===== src/rtl/pipTypes.sv =====
// rtl/pipTypes.sv - shared types for the multiply/divide sequencer
package pipTypes;

    // Operations EX can present to the multiply/divide unit
    typedef enum logic [2:0] {
        OP_NONE = 3'd0,
        OP_MUL  = 3'd1,
        OP_MADD = 3'd2,
        OP_DIV  = 3'd3,
        OP_MTHI = 3'd4,
        OP_MTLO = 3'd5,
        OP_MFHI = 3'd6,
        OP_MFLO = 3'd7
    } muldiv_op_t;

    // Sequencer states
    typedef enum logic [1:0] {
        IDLE  = 2'd0,
        RUN   = 2'd1,
        FIXUP = 2'd2
    } muldiv_state_t;

    localparam int unsigned MULDIV_ITERS = 32;

    // Magnitude of a 32-bit operand; unsigned operands pass through raw
    function automatic logic [31:0] mag32(input logic [31:0] v, input logic is_signed);
        return (is_signed && v[31]) ? (~v + 32'd1) : v;
    endfunction

endpackage


===== src/rtl/muldiv_fixup.sv =====
// rtl/muldiv_fixup.sv - sign correction and MADD accumulate for the final HI/LO write
module muldiv_fixup
    import pipTypes::*;
(
    input  muldiv_op_t  op,
    input  logic        sign_a,
    input  logic        sign_b,
    input  logic        div_by_zero,
    input  logic [63:0] acc,
    input  logic [31:0] rem,
    input  logic [31:0] hi_cur,
    input  logic [31:0] lo_cur,
    output logic [31:0] hi_new,
    output logic [31:0] lo_new
);

    logic        neg_res;
    logic [63:0] prod_signed;
    logic [63:0] madd_sum;
    logic [31:0] quo_signed;
    logic [31:0] rem_signed;

    // Signed results are formed from magnitudes, so only the final sign is applied here
    always_comb begin
        neg_res     = sign_a ^ sign_b;
        prod_signed = neg_res ? (~acc + 64'd1) : acc;
        madd_sum    = prod_signed + {hi_cur, lo_cur};
        quo_signed  = neg_res ? (~acc[31:0] + 32'd1) : acc[31:0];
        rem_signed  = sign_a ? (~rem + 32'd1) : rem;

        hi_new = hi_cur;
        lo_new = lo_cur;
        case (op)
            OP_MUL: begin
                hi_new = prod_signed[63:32];
                lo_new = prod_signed[31:0];
            end
            OP_MADD: begin
                hi_new = madd_sum[63:32];
                lo_new = madd_sum[31:0];
            end
            OP_DIV: begin
                if (div_by_zero) begin
                    // Upper accumulator half holds the raw dividend for this case
                    hi_new = acc[63:32];
                    lo_new = 32'hFFFF_FFFF;
                end else begin
                    hi_new = rem_signed;
                    lo_new = quo_signed;
                end
            end
            default: begin
                hi_new = hi_cur;
                lo_new = lo_cur;
            end
        endcase
    end

endmodule


===== src/rtl/muldiv_seq.sv =====
// rtl/muldiv_seq.sv - iterative multiply/divide sequencer owning HI/LO
module muldiv_seq
    import pipTypes::*;
#(
    parameter int COUNT_WIDTH = 6
) (
    input  logic        clock,
    input  logic        reset_n,
    input  logic        op_valid,
    input  muldiv_op_t  muldiv_op,
    input  logic        muldiv_op_u,
    input  logic [31:0] a,
    input  logic [31:0] b,
    input  logic        kill,
    output logic [31:0] hi,
    output logic [31:0] lo,
    output logic        busy,
    output logic        done,
    output logic        stall
);

    localparam logic [COUNT_WIDTH-1:0] LAST_COUNT = COUNT_WIDTH'(MULDIV_ITERS - 1);

    muldiv_state_t          state_q, state_d;
    logic [COUNT_WIDTH-1:0] count_q, count_d;
    // MUL: {upper, multiplier}. DIV: {raw dividend, quotient}.
    logic [63:0]            acc_q, acc_d;
    logic [31:0]            rem_q, rem_d;
    // Multiplicand for MUL/MADD, divisor for DIV
    logic [31:0]            opnd_q, opnd_d;
    logic                   sign_a_q, sign_a_d;
    logic                   sign_b_q, sign_b_d;
    logic                   dbz_q, dbz_d;
    muldiv_op_t             op_q, op_d;
    logic [31:0]            hi_q, hi_d;
    logic [31:0]            lo_q, lo_d;

    logic [31:0]            mag_a;
    logic [31:0]            mag_b;
    logic [32:0]            mul_sum;
    logic [32:0]            div_shift;
    logic                   div_ge;
    logic [31:0]            fix_hi;
    logic [31:0]            fix_lo;

    muldiv_fixup u_fixup (
        .op          (op_q),
        .sign_a      (sign_a_q),
        .sign_b      (sign_b_q),
        .div_by_zero (dbz_q),
        .acc         (acc_q),
        .rem         (rem_q),
        .hi_cur      (hi_q),
        .lo_cur      (lo_q),
        .hi_new      (fix_hi),
        .lo_new      (fix_lo)
    );

    // Next-state, datapath iteration and HI/LO write selection
    always_comb begin
        state_d  = state_q;
        count_d  = count_q;
        acc_d    = acc_q;
        rem_d    = rem_q;
        opnd_d   = opnd_q;
        sign_a_d = sign_a_q;
        sign_b_d = sign_b_q;
        dbz_d    = dbz_q;
        op_d     = op_q;
        hi_d     = hi_q;
        lo_d     = lo_q;

        mag_a     = mag32(a, !muldiv_op_u);
        mag_b     = mag32(b, !muldiv_op_u);
        mul_sum   = {1'b0, acc_q[63:32]} + {1'b0, (acc_q[0] ? opnd_q : 32'd0)};
        div_shift = {rem_q, acc_q[31]};
        div_ge    = (div_shift >= {1'b0, opnd_q});

        case (state_q)
            IDLE: begin
                if (op_valid) begin
                    case (muldiv_op)
                        OP_MUL, OP_MADD, OP_DIV: begin
                            op_d     = muldiv_op;
                            sign_a_d = !muldiv_op_u && a[31];
                            sign_b_d = !muldiv_op_u && b[31];
                            count_d  = '0;
                            rem_d    = 32'd0;
                            if (muldiv_op == OP_DIV) begin
                                acc_d   = {a, mag_a};
                                opnd_d  = mag_b;
                                dbz_d   = (b == 32'd0);
                                state_d = (b == 32'd0) ? FIXUP : RUN;
                            end else begin
                                acc_d   = {32'd0, mag_b};
                                opnd_d  = mag_a;
                                dbz_d   = 1'b0;
                                state_d = RUN;
                            end
                        end
                        OP_MTHI: hi_d = a;
                        OP_MTLO: lo_d = a;
                        default: ;
                    endcase
                end
            end
            RUN: begin
                if (kill) begin
                    state_d = IDLE;
                end else begin
                    if (op_q == OP_DIV) begin
                        rem_d = div_ge ? 32'(div_shift - {1'b0, opnd_q}) : div_shift[31:0];
                        acc_d = {acc_q[63:32], acc_q[30:0], div_ge};
                    end else begin
                        acc_d = {mul_sum, acc_q[31:1]};
                    end
                    count_d = count_q + 1'b1;
                    if (count_q == LAST_COUNT) begin
                        state_d = FIXUP;
                    end
                end
            end
            FIXUP: begin
                state_d = IDLE;
                if (!kill) begin
                    hi_d = fix_hi;
                    lo_d = fix_lo;
                end
            end
            default: state_d = IDLE;
        endcase
    end

    // State and datapath registers, cleared immediately by reset
    always_ff @(posedge clock or negedge reset_n) begin
        if (!reset_n) begin
            state_q  <= IDLE;
            count_q  <= '0;
            acc_q    <= 64'd0;
            rem_q    <= 32'd0;
            opnd_q   <= 32'd0;
            sign_a_q <= 1'b0;
            sign_b_q <= 1'b0;
            dbz_q    <= 1'b0;
            op_q     <= OP_NONE;
            hi_q     <= 32'd0;
            lo_q     <= 32'd0;
        end else begin
            state_q  <= state_d;
            count_q  <= count_d;
            acc_q    <= acc_d;
            rem_q    <= rem_d;
            opnd_q   <= opnd_d;
            sign_a_q <= sign_a_d;
            sign_b_q <= sign_b_d;
            dbz_q    <= dbz_d;
            op_q     <= op_d;
            hi_q     <= hi_d;
            lo_q     <= lo_d;
        end
    end

    // Status outputs seen by EX
    always_comb begin
        hi    = hi_q;
        lo    = lo_q;
        busy  = (state_q != IDLE);
        done  = (state_q == FIXUP) && !kill;
        stall = op_valid && busy && (muldiv_op != OP_NONE);
    end

endmodule


===== config.mk =====
export PLATFORM = sky130hd
export DESIGN_NAME = muldiv_seq
export DESIGN_NICKNAME = d
export VERILOG_FILES = /design/src/rtl/pipTypes.sv /design/src/rtl/muldiv_fixup.sv /design/src/rtl/muldiv_seq.sv
export SDC_FILE = /design/constraint.sdc
export NUM_CORES = 1
export LEC_CHECK = 0
export CAP_MARGIN = 20
export CORE_MARGIN = 3
export CORE_UTILIZATION = 40
export CTS_CLUSTER_SIZE = 12
export DETAILED_ROUTE_END_ITERATION = 10
export PLACE_DENSITY = 0.6
export RECOVER_POWER = 100
export SLEW_MARGIN = 15
export SYNTH_ARGS = -nofsm -noshare
export SYNTH_HDL_FRONTEND = slang
export SYNTH_SLANG_ARGS = --single-unit
export TNS_END_PERCENT = 5

===== constraint.sdc =====
create_clock -name clock -period 7 [get_ports clock]
set_input_delay 1.4 -clock clock [delete_from_list [all_inputs] [get_ports clock]]
set_output_delay 1.4 -clock clock [all_outputs]
set_load 0.01 [all_outputs]

### After elaboration in Yosys (flattened, before gate mapping)

Index checks and enable logic that the tools add are counted.

| cells by class | value |
|---|---|
| add/subtract/negate cells | 9 |
| multiplexer cells | 43 |
| reduce and logical (&&, ||, !) cells | 21 |
| order comparisons | 1 |
| equal/unequal tests | 21 |
| bitwise gates (word level) | 6 |

Operators with widths:

| cell | count |
|---|---|
| $mux W32 | 19 |
| $mux W64 | 6 |
| $pmux W32 S2 | 3 |
| $pmux W32 S3 | 2 |
| $add A32 B1 Y32 const B | 4 |
| $not A32 Y32 | 4 |
| $pmux W64 S2 | 1 |
| $add A64 B1 Y64 const B | 1 |
| $add A64 B64 Y64 | 1 |
| $not A64 Y64 | 1 |
| $add A32 B32 Y33 | 1 |
| $ge A33 B32 Y1 | 1 |
| $logic_not A32 Y1 | 1 |
| $sub A32 B32 Y32 | 1 |
| $reduce_and A5 Y1 | 4 |
| $mux W6 | 3 |
| $eq A3 B2 Y1 const B | 4 |
| $mux W2 | 6 |
| $pmux W6 S2 | 1 |
| $ne A2 B2 Y1 const B | 5 |
| $add A6 B1 Y6 const B | 1 |
| $eq A3 B1 Y1 const B | 2 |
| $eq A3 B3 Y1 const B | 2 |
| $eq A6 B5 Y1 const B | 1 |
| other kinds (16) | 26 |

| storage, ports and cells | value |
|---|---|
| flip-flop bits (word level) | 206 |
| word-level logic and storage cells | 113 |
| bits of input ports | 72 |

### Logic depth before layout (Yosys ltp)

| logic depth | value |
|---|---|
| depth in word-level cells | 7 |
| mapped depth | 25 |
| depth with buffers taken out | 22 |

### By module

From an unflattened synthesis, not the netlist that was laid out.

| second synthesis, totals | value |
|---|---|
| cells, all modules | 3,075 |
| area total of the unflattened synthesis | 22,552.9 um^2 |

By module, submodules not included:

| module | area each (um^2) | seq. area each (um^2) | cells each | instances |
|---|---|---|---|---|
| muldiv_seq | 14,868.0 | 5,154.9 | 1,877 | 1 |
| muldiv_fixup | 7,684.9 | 0.0 | 1,198 | 1 |

### Worst setup path after synthesis

No wires, ideal clock.

| path | value |
|---|---|
| kind | flip-flop to flip-flop |
| from | register acc_q[0] |
| to | register hi_q[30] (netlist: hi[30]) |
| stages on the path, launching flop included | 22 |
| setup slack | 1,640 ps |
| clock period less this slack | 5,360 ps |
| path buffers | 3 |
| arrival time | 5,295 ps |
| cells stage by stage | dfrtp_1 > inv_1 > buf_1 > ha_1 > nand2b_1 > or3_1 > or3_2 > buf_2 > nor2_4 > a21oi_1 > xor2_1 > ha_1 > clkbuf_1 > nand4_1 > or4_1 > o211a_1 > o41ai_2 > a41o_1 > a31oi_1 > nand4bb_1 > a2111o_1 > nand2_1 |

| between the ends | value |
|---|---|
| cells in the longest elaborated chain, start to end | 7 |

Ends and longest elaborated chain:

| what | line | RTL |
|---|---|---|
| start: declaration | muldiv_seq.sv:27 | `logic [63:0] acc_q, acc_d;` |
| start signal: assignment | muldiv_seq.sv:139 | `acc_q <= 64'd0;` |
| start signal: assignment | muldiv_seq.sv:151 | `acc_q <= acc_d;` |
| $not A64 Y64 | muldiv_fixup.sv:26 | `prod_signed = neg_res ? (~acc + 64'd1) : acc;` |
| $add A64 B1 Y64 | muldiv_fixup.sv:26 |  |
| $mux W64 * | muldiv_fixup.sv:26 |  |
| $add A64 B64 Y64 | muldiv_fixup.sv:27 | `madd_sum = prod_signed + {hi_cur, lo_cur};` |
| $pmux W32 S3 * | muldiv_fixup.sv:33 | `case (op)` |
| $mux W32 * | muldiv_seq.sv:125 | `if (!kill) begin` |
| $pmux W32 S2 * | muldiv_seq.sv:79 | `case (state_q)` |
| end signal: assignment | muldiv_seq.sv:158 | `hi_q <= hi_d;` |
| end: declaration | muldiv_seq.sv:35 | `logic [31:0] hi_q, hi_d;` |

Mark *: on every way between the ends. The rest lies on a longest branch, timed or not. The select of a mux whose other input is x is not followed.
A chain may end at the register's enable or synchronous reset.

### Final worst setup path

| path | value |
|---|---|
| from | register acc_q[12] |
| to | register hi_q[26] (netlist: hi[26]) |

Same word-level chain as after synthesis.

==> metrics.md <==
| Metric | Value |
|---|---|
| Status | `finished, violations left` |
| Failing checks | `max-capacitance violations, max-slew violations` |
| Worst path top cell family by delay | `compound AO/OA/AOI/OAI gates` |
| Initial Util | `40.9%` |
| # hold bufs at CTS | `0` |
| Clock slew at reported path FFs | `0.06 ns` |
| First-pass GRT wire length | `134 mm` |
| Post-synthesis cell count | `2971` |
| Top Layer Used | `met4` |
| TritonCTS clock tree | `built` |
| Routed wl met2 | `36.4 mm` |
| Die area | `57300 µm²` |
| Clk root buf | `clkbuf_16` |
| Met3 wire length | `8.03 mm` |
| CP arrival | `6.58 ns` |
| CTS HTree Levels | `1` |
| Endpoints failing hold | `0` |
| Initial drt markers | `2783` |
| Die Y | `239 µm` |
| CTS buffer count | `30` |
| DRT Wirelength | `90.8 mm` |
| Seq cells post-synth | `206` |
| Fin area | `24700 µm²` |
| Routed len/inst | `24.5 µm` |
| CTS resizes | `0` |
| Largest net degree at the start of global routing | `127` |
| Peak Freq | `0.163 GHz` |
| Mux cell area share after synthesis | `1.65%` |
| Final min period | `6.12 ns` |
| Post-synth top area share | `23.6%` |
| RSZ-0062 raised after global routing | `false` |
| WP depth | `18` |
| Place WS | `1.28 ns` |
| EDFF count, synth | `0` |
| Setup CP Type | `reg2reg` |
| Hold Path Depth | `2` |
| Post-detailed-route count of antenna-violating nets | `0` |
| Vias in the first global route | `20921` |
| Simple-gate share of the synthesized area | `21.4%` |
| Slew Limit Headroom | `-250%` |
| Maximum clock path buffer count | `3` |
| Power Density | `423 nW/µm²` |
| Largest family of logic cells by synthesized area | `compound AO/OA/AOI/OAI gates` |
| Slew Viols, Final | `419` |
| Slowest Stage Delay on Critical Path | `0.61 ns` |
| Vias/cell | `6.21` |
| CP cell instances | `or4_1, nor4_1, nand3b_2, nor3_1, a21oi_1, xor2_1, ha_1, a21o_1, o21ba_2, o211ai_1, a211oi_1, o211a_1, o41ai_2, a41o_1, a31oi_1, nor4_1, a2111oi_0, a31oi_1` |
| Post-synthesis sequential area ratio | `23.6%` |
| Max VDD drop | `215 µV` |
| Worst R2R Path Depth | `18` |
| Synthesized area | `21800 µm²` |
| DR vias | `23035` |
| Ys async rst share | `100%` |
| Number of remaining DRC errors | `0` |
| Slowest stage cell, crit path | `or4_1` |
| Top_reg_cell synth | `dfrtp_1` |
| Post-CTS Setup Inserts | `0` |
| Synth area leaders | `dfrtp_1 24%, ha_1 8.4%, a21oi_1 7.5%` |
| Worst slew pin tran | `5.25 ns` |
| Post-synthesis cell type count | `83` |
| Critical path required time | `7.46 ns` |
| Critical path buffer and inverter count | `0` |
| Net count reported at finish | `3219` |
| Layout cells sized above 1 | `4.70%` |
| Syn-to-layout area delta | `13.3%` |
| Leakage | `0.0104 µW` |
| I/O pin count | `139` |
| Total congestion overflow | `0` |
| R2R Setup Slk | `0.88 ns` |
| Complex-gate fraction of the synthesized area | `29.1%` |
| Skew final | `0.0247 ns` |
| Critical-path maximum fanout | `5` |
| Startpoint Class | `register` |
| Setup Viol. Count Final | `0` |
| CTS sink count | `206` |
| PortBufs | `138` |
| # diodes | `0` |
| Post-DP Area | `23800 µm²` |
| Total GRT Usage | `30.7%` |
| Hold slack | `0.484 ns` |
| Period Utilization, post-route | `87.4%` |
| Post-Synth XOR/XNOR Area | `10.5%` |
| DP HPWL | `69.7 mm` |
| Post-Route Setup TNS | `0 ns` |
| Kind of end point of the critical path | `register` |
| Synth Warn # | `0` |
| Yosys top cell by area | `dfrtp_1` |
| Final setup margin | `0.879 ns` |
| Post-Synth Adder-Cell Area | `8.71%` |
| Pre-antenna DRT Iters | `6` |
| Layout Utilization | `46.4%` |
| Core footprint | `53300 µm²` |
| Mean Syn Cell Area | `7.34 µm²` |
| Die width | `239 µm` |
| # Max-Cap Violations | `10` |
| Antenna violations before repair | `0` |
| Final GP Congestion | `0.959` |
| Syn_nets | `3193` |
| HP Class | `reg2reg` |
| Metal-1 WL | `41.2 mm` |
| Row Count | `84` |
| Clock latency on the worst-skew pair | `0.61 ns` |
-- Yosys cell counts (all sizes together), types with 19 or more instances --
| master | n |
|---|---|
| ha | 147 |
| o21ai | 263 |
| nor2b | 24 |
| xor2 | 124 |
| o21bai | 21 |
| xnor2 | 138 |
| inv | 88 |
| nand3 | 39 |
| nor4 | 23 |
| a21oi | 325 |
| nand2b | 25 |
| o21a | 19 |
| nor2 | 348 |
| o221ai | 33 |
| buf | 25 |
| mux2i | 28 |
| nand2 | 382 |
| a221oi | 50 |
| dfrtp | 206 |
| a31oi | 54 |
| nor3 | 52 |
| o211ai | 30 |
| o31ai | 35 |
| a21o | 66 |
| nand4 | 38 |
| a211oi | 29 |
| clkbuf | 165 |
-- per-stage QoR --
stage               cells  total power [µW]
floorplan            2971              6630
global placement     3653              8670
global route         3707             11200
CTS                  3707             10400
detailed placement   3653              8670
finish               3707             10500
-- power by group --
part | switching (µW) | total [µW] | internal [µW]
sequential | 501 | 1990 | 1490
combinational | 4250 | 6830 | 2590
clock | 649 | 1630 | 980
total | 5400 | 10500 | 5060
-- area by class of cell --
class,instances,area [µm²]
fillers,5368,28600
multi-input cells,2487,15600
flip-flops and latches,206,5150
repair buffers,184,1700
clock buffers,42,876
well taps,688,861
inverters,88,330
clock inverters,12,169
-- layer usage --
layer | GRT usage (%) | vias to the layer above
li1 | - | 10762
met1 | 45.1 | 10964
met2 | 43.3 | 1098
met3 | 5.63 | 211
met4 | 13.9 | 0
met5 | 0 | -
-- flip-flops by register name (all words and copies together) (netlist names) --
signal	cells
acc_q	64
count_q	6
dbz_q	1
hi	32
lo	32
op_q	3
opnd_q	32
rem_q	32
sign_a_q	1
sign_b_q	1
state_q	2
-- logic make-up (layout without fill, tap and decap cells) --
family          count (synthesis)  after routing
mux                            35             35
fa+ha+maj                     150            150
simple gates                 1024           1024
buf+inv                       278            326
compound gates               1016           1016
flops                         206            206
xor+xnor                      262            262
-- tightest hold or removal path, delay by kind of cell (launching register included) --
family	cells	cell delay, ns
AO/OA/AOI/OAI	1	0.06
flip-flops	1	0.34
AND/OR/NAND/NOR	1	0.04
-- final timing paths --
path	start	endpoint
worst min-delay path	opnd_q[5]	opnd_q[5]
worst min register to register	opnd_q[5]	opnd_q[5]
min in group asynchronous	reset_n	opnd_q[6]
worst max-delay path	acc_q[12]	hi[26]
worst max register to register	acc_q[12]	hi[26]
max in group asynchronous	reset_n	lo[17]
-- cells in the final DEF, fill, tap and decap left out, drive strengths merged, types with 10 or more instances in the layout --
cell type / n
mux2i: 28
nor2: 348
dfrtp: 206
o211ai: 30
a21o: 66
nand3: 39
o41ai: 17
ha: 147
buf: 38
o221ai: 33
o21ai: 263
nor2b: 24
xor2: 124
or4: 17
o21a: 19
nor3: 52
clkdlybuf4s50: 64
o31ai: 35
clkbuf: 51
inv: 89
a31oi: 54
nand4: 38
dlygate4sd3: 73
or3: 15
and2: 10
o21bai: 21
xnor2: 138
nand2b: 25
a211oi: 29
a21oi: 325
a221oi: 50
and3: 17
nand2: 382
or2: 12
nor4: 23
No activity file was read; power rests on OpenSTA's default activity.
